[src/rtl/hearts_pkg.sv]
// Shared types and constants for the hearts/lives controller.
// The optional blink/invulnerability feature is selected by HEARTS_INVULN_BLINK_EN.
package hearts_pkg;

  typedef enum logic [1:0] {
    IDLE  = 2'd0,
    ALIVE = 2'd1,
    BLINK = 2'd2,
    OVER  = 2'd3
  } hearts_state_t;

  localparam int DEFAULT_NUM_HEARTS = 3;

  // Width needed to hold a lives count from 0 up to num_hearts inclusive.
  function automatic int lives_w(input int num_hearts);
    return $clog2(num_hearts + 1);
  endfunction

endpackage

[src/rtl/frame_tick_counter.sv]
// Counts startOfFrame pulses modulo BLINK_FRAMES and flags the pulse that
// completes a period. Only present when HEARTS_INVULN_BLINK_EN is defined,
// because nothing else in the design needs frame timing.
`ifdef HEARTS_INVULN_BLINK_EN
module frame_tick_counter #(
  parameter int BLINK_FRAMES = 8
) (
  input  logic i_clk,
  input  logic i_reset,
  input  logic i_clear,
  input  logic i_enable,
  input  logic i_start_of_frame,
  output logic o_tick
);

  localparam int CNT_W = (BLINK_FRAMES > 1) ? $clog2(BLINK_FRAMES) : 1;
  localparam logic [CNT_W-1:0] C_LAST = CNT_W'(BLINK_FRAMES - 1);

  logic [CNT_W-1:0] r_frame_cnt;
  logic             w_frame_ev;

  assign w_frame_ev = i_enable & i_start_of_frame;
  // Tick is combinational so the owner can act on the same edge that wraps the count.
  assign o_tick     = w_frame_ev & (r_frame_cnt == C_LAST);

  // Frame counter: clear wins, otherwise advance and wrap on each enabled frame pulse.
  always_ff @(posedge i_clk or posedge i_reset) begin
    if (i_reset) begin
      r_frame_cnt <= CNT_W'(0);
    end else if (i_clear) begin
      r_frame_cnt <= CNT_W'(0);
    end else if (w_frame_ev) begin
      if (r_frame_cnt == C_LAST) begin
        r_frame_cnt <= CNT_W'(0);
      end else begin
        r_frame_cnt <= r_frame_cnt + CNT_W'(1);
      end
    end else begin
      r_frame_cnt <= r_frame_cnt;
    end
  end

endmodule
`endif

[src/rtl/hearts_lives_ctrl.sv]
// Lives tracker and heart-icon visibility mask for the hearts priority mux.
// Optional macro HEARTS_INVULN_BLINK_EN: when defined, a non-fatal hit blinks
// the lost heart and ignores further hits until the blink episode ends; when
// undefined, the lost heart disappears at once and hits are always accepted.
module hearts_lives_ctrl
  import hearts_pkg::*;
#(
  parameter int NUM_HEARTS    = DEFAULT_NUM_HEARTS,
  parameter int INIT_LIVES    = 3,
  parameter int BLINK_FRAMES  = 8,
  parameter int BLINK_TOGGLES = 6
) (
  input  logic                           i_clk,
  input  logic                           i_reset,
  input  logic                           i_start_of_frame,
  input  logic                           i_game_start,
  input  logic                           i_hit_pulse,
  input  logic                           i_bonus_pulse,
  input  logic [NUM_HEARTS-1:0]          i_hearts_raw_request,
  output logic [NUM_HEARTS-1:0]          o_hearts_bus_request,
  output logic [lives_w(NUM_HEARTS)-1:0] o_lives,
  output logic                           o_game_over,
  output logic                           o_life_lost
);

  localparam int LIVES_W = lives_w(NUM_HEARTS);
  localparam logic [LIVES_W-1:0] C_MAX  = LIVES_W'(NUM_HEARTS);
  localparam logic [LIVES_W-1:0] C_INIT = LIVES_W'(INIT_LIVES);

  hearts_state_t         r_state, w_state_nxt;
  logic [LIVES_W-1:0]    r_lives, w_lives_nxt;
  logic [LIVES_W-1:0]    w_lives_inc, w_lives_dec;
  logic [NUM_HEARTS-1:0] r_vis_mask, w_vis_mask_nxt;
  logic                  r_game_over, w_game_over_nxt;
  logic                  r_life_lost, w_life_lost_nxt;
  logic                  w_hit_only, w_bonus_only;

  // A simultaneous hit and bonus cancel each other.
  assign w_hit_only   = i_hit_pulse & ~i_bonus_pulse;
  assign w_bonus_only = i_bonus_pulse & ~i_hit_pulse;
  assign w_lives_inc  = (r_lives >= C_MAX) ? r_lives : r_lives + LIVES_W'(1);
  assign w_lives_dec  = (r_lives == LIVES_W'(0)) ? r_lives : r_lives - LIVES_W'(1);

`ifdef HEARTS_INVULN_BLINK_EN
  localparam int TOG_W = $clog2(BLINK_TOGGLES + 1);

  logic [TOG_W-1:0] r_toggle_cnt, w_toggle_nxt;
  logic             r_blink_phase, w_phase_nxt;
  logic             w_frame_tick, w_frame_clr, w_frame_en;

  // The frame counter only runs while blinking; any way out of BLINK restarts it.
  assign w_frame_en  = (r_state == BLINK);
  assign w_frame_clr = (r_state != BLINK) | i_game_start | i_bonus_pulse;

  frame_tick_counter #(
    .BLINK_FRAMES (BLINK_FRAMES)
  ) u_frame_tick (
    .i_clk            (i_clk),
    .i_reset          (i_reset),
    .i_clear          (w_frame_clr),
    .i_enable         (w_frame_en),
    .i_start_of_frame (i_start_of_frame),
    .o_tick           (w_frame_tick)
  );
`else
  logic w_unused_sof;
  assign w_unused_sof = i_start_of_frame;
`endif

  // State register together with the lives and blink datapath.
  always_ff @(posedge i_clk or posedge i_reset) begin
    if (i_reset) begin
      r_state       <= IDLE;
      r_lives       <= LIVES_W'(0);
`ifdef HEARTS_INVULN_BLINK_EN
      r_toggle_cnt  <= TOG_W'(0);
      r_blink_phase <= 1'b0;
`endif
    end else begin
      r_state       <= w_state_nxt;
      r_lives       <= w_lives_nxt;
`ifdef HEARTS_INVULN_BLINK_EN
      r_toggle_cnt  <= w_toggle_nxt;
      r_blink_phase <= w_phase_nxt;
`endif
    end
  end

  // Next-state decision: gameStart first, then per-state hit/bonus/frame handling.
  always_comb begin
    w_state_nxt = r_state;
    w_lives_nxt = r_lives;
`ifdef HEARTS_INVULN_BLINK_EN
    w_toggle_nxt = r_toggle_cnt;
    w_phase_nxt  = r_blink_phase;
`endif
    if (i_game_start) begin
      w_state_nxt = ALIVE;
      w_lives_nxt = C_INIT;
`ifdef HEARTS_INVULN_BLINK_EN
      w_toggle_nxt = TOG_W'(0);
      w_phase_nxt  = 1'b0;
`endif
    end else begin
      case (r_state)
        ALIVE: begin
          if (w_hit_only) begin
            w_lives_nxt = w_lives_dec;
            if (w_lives_dec == LIVES_W'(0)) begin
              w_state_nxt = OVER;
            end else begin
`ifdef HEARTS_INVULN_BLINK_EN
              w_state_nxt  = BLINK;
              w_toggle_nxt = TOG_W'(0);
              w_phase_nxt  = 1'b1;
`else
              w_state_nxt  = ALIVE;
`endif
            end
          end else if (w_bonus_only) begin
            w_lives_nxt = w_lives_inc;
          end else begin
            w_lives_nxt = r_lives;
          end
        end
`ifdef HEARTS_INVULN_BLINK_EN
        BLINK: begin
          if (i_bonus_pulse) begin
            // Bonus restores the blinking heart and ends invulnerability.
            w_lives_nxt  = w_lives_inc;
            w_state_nxt  = ALIVE;
            w_toggle_nxt = TOG_W'(0);
            w_phase_nxt  = 1'b0;
          end else if (w_frame_tick) begin
            if (r_toggle_cnt == TOG_W'(BLINK_TOGGLES - 1)) begin
              w_state_nxt  = ALIVE;
              w_toggle_nxt = TOG_W'(0);
              w_phase_nxt  = 1'b0;
            end else begin
              w_toggle_nxt = r_toggle_cnt + TOG_W'(1);
              w_phase_nxt  = ~r_blink_phase;
            end
          end else begin
            w_state_nxt = BLINK;
          end
        end
`endif
        IDLE, OVER: begin
          w_state_nxt = r_state;
        end
        default: begin
          w_state_nxt = IDLE;
        end
      endcase
    end
  end

  // Output decode from the next state so mask, lives and gameOver change together.
  always_comb begin
    w_life_lost_nxt = ~i_game_start & (r_state == ALIVE) & w_hit_only;
    w_game_over_nxt = (w_state_nxt == OVER);
    w_vis_mask_nxt  = {NUM_HEARTS{1'b0}};
    for (int i = 0; i < NUM_HEARTS; i++) begin
`ifdef HEARTS_INVULN_BLINK_EN
      w_vis_mask_nxt[i] = (i < int'(w_lives_nxt)) ||
                          ((w_state_nxt == BLINK) && (i == int'(w_lives_nxt)) && w_phase_nxt);
`else
      w_vis_mask_nxt[i] = (i < int'(w_lives_nxt));
`endif
    end
  end

  // Registered outputs.
  always_ff @(posedge i_clk or posedge i_reset) begin
    if (i_reset) begin
      r_vis_mask  <= {NUM_HEARTS{1'b0}};
      r_game_over <= 1'b0;
      r_life_lost <= 1'b0;
    end else begin
      r_vis_mask  <= w_vis_mask_nxt;
      r_game_over <= w_game_over_nxt;
      r_life_lost <= w_life_lost_nxt;
    end
  end

  // Masking stays combinational so pixel alignment into the mux is untouched.
  assign o_hearts_bus_request = i_hearts_raw_request & r_vis_mask;
  assign o_lives              = r_lives;
  assign o_game_over          = r_game_over;
  assign o_life_lost          = r_life_lost;

endmodule

[config.mk]
export PLATFORM = sky130hd
export DESIGN_NAME = hearts_lives_ctrl
export DESIGN_NICKNAME = d
export VERILOG_FILES = /design/src/rtl/hearts_pkg.sv /design/src/rtl/frame_tick_counter.sv /design/src/rtl/hearts_lives_ctrl.sv
export SDC_FILE = /design/constraint.sdc
export NUM_CORES = 1
export LEC_CHECK = 0
export CORE_MARGIN = 8
export CORE_UTILIZATION = 30
export DETAILED_ROUTE_END_ITERATION = 10
export PLACE_DENSITY = 0.64
export SLEW_MARGIN = 30
export SYNTH_ARGS = -nofsm -noshare
export SYNTH_HDL_FRONTEND = slang
export SYNTH_SLANG_ARGS = --single-unit
export TNS_END_PERCENT = 20
[constraint.sdc]
create_clock -name i_clk -period 1.22 [get_ports i_clk]
set_input_delay 0.183 -clock i_clk [delete_from_list [all_inputs] [get_ports i_clk]]
set_output_delay 0.183 -clock i_clk [all_outputs]
set_load 0.02 [all_outputs]
==> flow_summary.json <==
{
  "stdcell_count": 76,
  "post-route-period-util": 1.06,
  "r2r_start": "r_state[1]$_DFF_PP0_",
  "antenna_left": 0,
  "yosys-top-cells-count": "8 x dfrtp_1, 4 x inv_1, 3 x a21oi_1, 3 x and2_1, 3 x nor2_1",
  "cts_buffers": 3,
  "power_mw": 0.615,
  "fin_hold_ws_ns": 0.161,
  "dieArea_mm2": 0.00279,
  "tightest_slew_ns": 0.296,
  "critPathArrivalTime_ns": 1.43,
  "violations": "setup timing",
  "reg2regPathDepth": 3,
  "critPathTopFamily": "simple AND/OR/NAND/NOR gates",
  "start_kind": "input port",
  "hold_viol_final": 0,
  "p_switching_mw": 0.154,
  "outcome": "finished, violations left",
  "vias_per_cell": 4.99,
  "multi_input_area_um2": 183,
  "clockPowerShare": 0.352,
  "internal_power_mw": 0.460,
  "insertion_delay_ns": 0.26,
  "initial_utilization": 0.316,
  "critical_path_class": "in -> reg",
  "grt_pass1_wl_um": 1520,
  "cp_cell_sequence": "clkdlybuf4s50_1 > or3b_4 > a221oi_2 > o41ai_2",
  "rsz0062_at_grt": "yes",
  "critPathCaptureType": "register",
  "grt-ovfl-total": 0,
  "drv_slew": 0,
  "finalWorstSetupSlack_ns": -0.0789,
  "cts_tree": "yes",
  "syn-instance-count": 39,
  "yosysTopAreaCell": "dfrtp_1",
  "synth-seq-cells": 8,
  "cts_sinks": 8,
  "path_buf_inv": 1,
  "async_flop_share": 1.00,
  "p_seq_frac": 0.452,
  "rrSetupSlack_ns": -0.08,
  "netlist_top_cells_area": "dfrtp_1 49%, and2_1 4.6%, a21oi_1 3.7%",
  "pwr-share-comb": 0.196,
  "synth_nets": 48,
  "synth_edf_count": 0,
  "cts.clk_slew.worst_paths_ns": 0.06,
  "cp_slowest_cell": "or3b_4",
  "drt_iter0_drc": 10,
  "fillers": 133,
  "yosysWarnings": 0,
  "antenna_found_initial": 0,
  "hold_buffers": 0,
  "grt_max_degree": 9,
  "cts_buffer_depth": 2,
  "power.share.switching": 0.251,
  "n_antenna_cell": 0,
  "area_growth_syn_to_layout_pct": 52.9,
  "seqCellArea_um2": 201,
  "wirelength_um": 940,
  "die_y_um": 52.8,
  "dp_cells": 72,
  "row_count": 13,
  "max_stage_delay_ns": 0.43,
  "synth_area_per_cell_um2": 10.4,
  "synth.top_cell.area_share": 0.492,
  "routabilityCongestion": 0.874,
  "dieWidth_um": 52.8,
  "clock_skew_ns": 0.0108,
  "yosysUniqueCellTypes": 21,
  "layout_min_cycle_time_ns": 1.30,
  "portBuffers": 14,
  "r2r-end": "o_lives[0]$_DFF_PP0_",
  "cp_max_fo": 4,
  "vias": 379,
  "hold_class": "in -> async",
  "cp_data_required_time_ns": 1.36,
  "io-pin-count": 16,
  "finalSetupTns_ns": -0.100,
  "setup_viol": 3,
  "drive_gt1_frac": 0.328,
  "place_hpwl_um": 753,
  "vdd_ir_drop_max_v": 0.000411,
  "synth-seq-area-share": 0.492,
  "grt_use_total": 0.0739,
  "syn_area_um2": 407,
  "clock.fmax_mhz": 770,
  "yosysMostFrequentCell": "dfrtp_1",
  "core_area_mm2": 0.00128,
  "grt_pass1_vias": 348,
  "drv_cap": 0,
  "first_pass_iters": 4,
  "fin_nets": 71,
  "place_ws_ns": -0.351,
  "ys.flop_type": "dfrtp_1",
  "powerDensity_mw_per_mm2": 989,
  "p_leak_nw": 0.272,
  "critPathLaunch": "i_bonus_pulse",
  "cts_htree_levels": 1,
  "slew_headroom": 0.803,
  "clk_root_buffer_cell": "clkbuf_4",
  "wl_per_cell_um": 12.4,
  "drc": 0
}
-- power by group through the flow --
| stage | registers, mW | logic (mW) | clock network (mW) |
|---|---|---|---|
| floorplan | 0.289 | 0.0579 | 0 |
| global placement | 0.283 | 0.128 | 0 |
| detailed placement | 0.283 | 0.128 | 0 |
| CTS | 0.278 | 0.122 | 0.227 |
| global route | 0.279 | 0.131 | 0.245 |
| finish | 0.278 | 0.121 | 0.216 |
-- placed cells by master, fill, tap and decap left out, drive strengths merged --
cell type	instances
a311oi	1
and2	3
nor2	3
or3b	1
dfrtp	8
o31ai	1
a21oi	3
clkdlybuf4s15	2
inv	4
a31oi	1
nor2b	1
nor3	2
clkdlybuf4s50	7
a221oi	1
nor3b	2
buf	7
clkbuf	4
o41ai	1
o211ai	1
dlygate4sd2	4
or2	1
and4	1
and2b	1
o21ai	1
-- kinds of logic after synthesis --
kind of cell,synth area share
compound gates,0.182
buf+inv,0.0831
flops,0.492
simple gates,0.243
-- per-stage QoR --
stage                      util  area [µm²]
after floorplan               -         415
after global placement    0.467         601
after detailed placement  0.467         601
after CTS                 0.484         622
after global routing      0.484         622
final                     0.484         622
-- metal layers --
metal  up-vias  global-route usage  part of all wire
li1        182                   -                 -
met1       178              0.0797              0.36
met2        17               0.119              0.52
met3         2              0.0398              0.11
met4         0              0.0259            0.0085
met5         -                   0                 0
-- registers in the layout, indices dropped and copies added, names as in the netlist --
name and count:
o_game_over 1, o_life_lost 1, o_lives 1, r_state 2, r_vis_mask 3
-- area by class of cell --
type                    count  area share
clock buffers               4      0.0423
inverters                   4      0.0241
multi-input cells          25       0.294
flip-flops and latches      8       0.324
well taps                  15      0.0302
repair buffers             20       0.286
-- worst max-delay path by stage --
stage               slack [ns]  cells past startpoint              endpoint
floorplan                -0.02                      3  o_lives[0]$_DFF_PP0_
global placement         -0.36                      4  o_lives[0]$_DFF_PP0_
detailed placement       -0.35                      4  o_lives[0]$_DFF_PP0_
CTS                      -0.08                      3  o_lives[0]$_DFF_PP0_
global route             -0.11                      3  o_lives[0]$_DFF_PP0_
finish                   -0.08                      4  o_lives[0]$_DFF_PP0_
-- what timing repair did --
action	CTS	global route
setup buffers	0	0
endpoints found under the setup margin	10	4
pin swaps	0	0
resized for setup	15	0
Power figures use the tool's default switching activity.
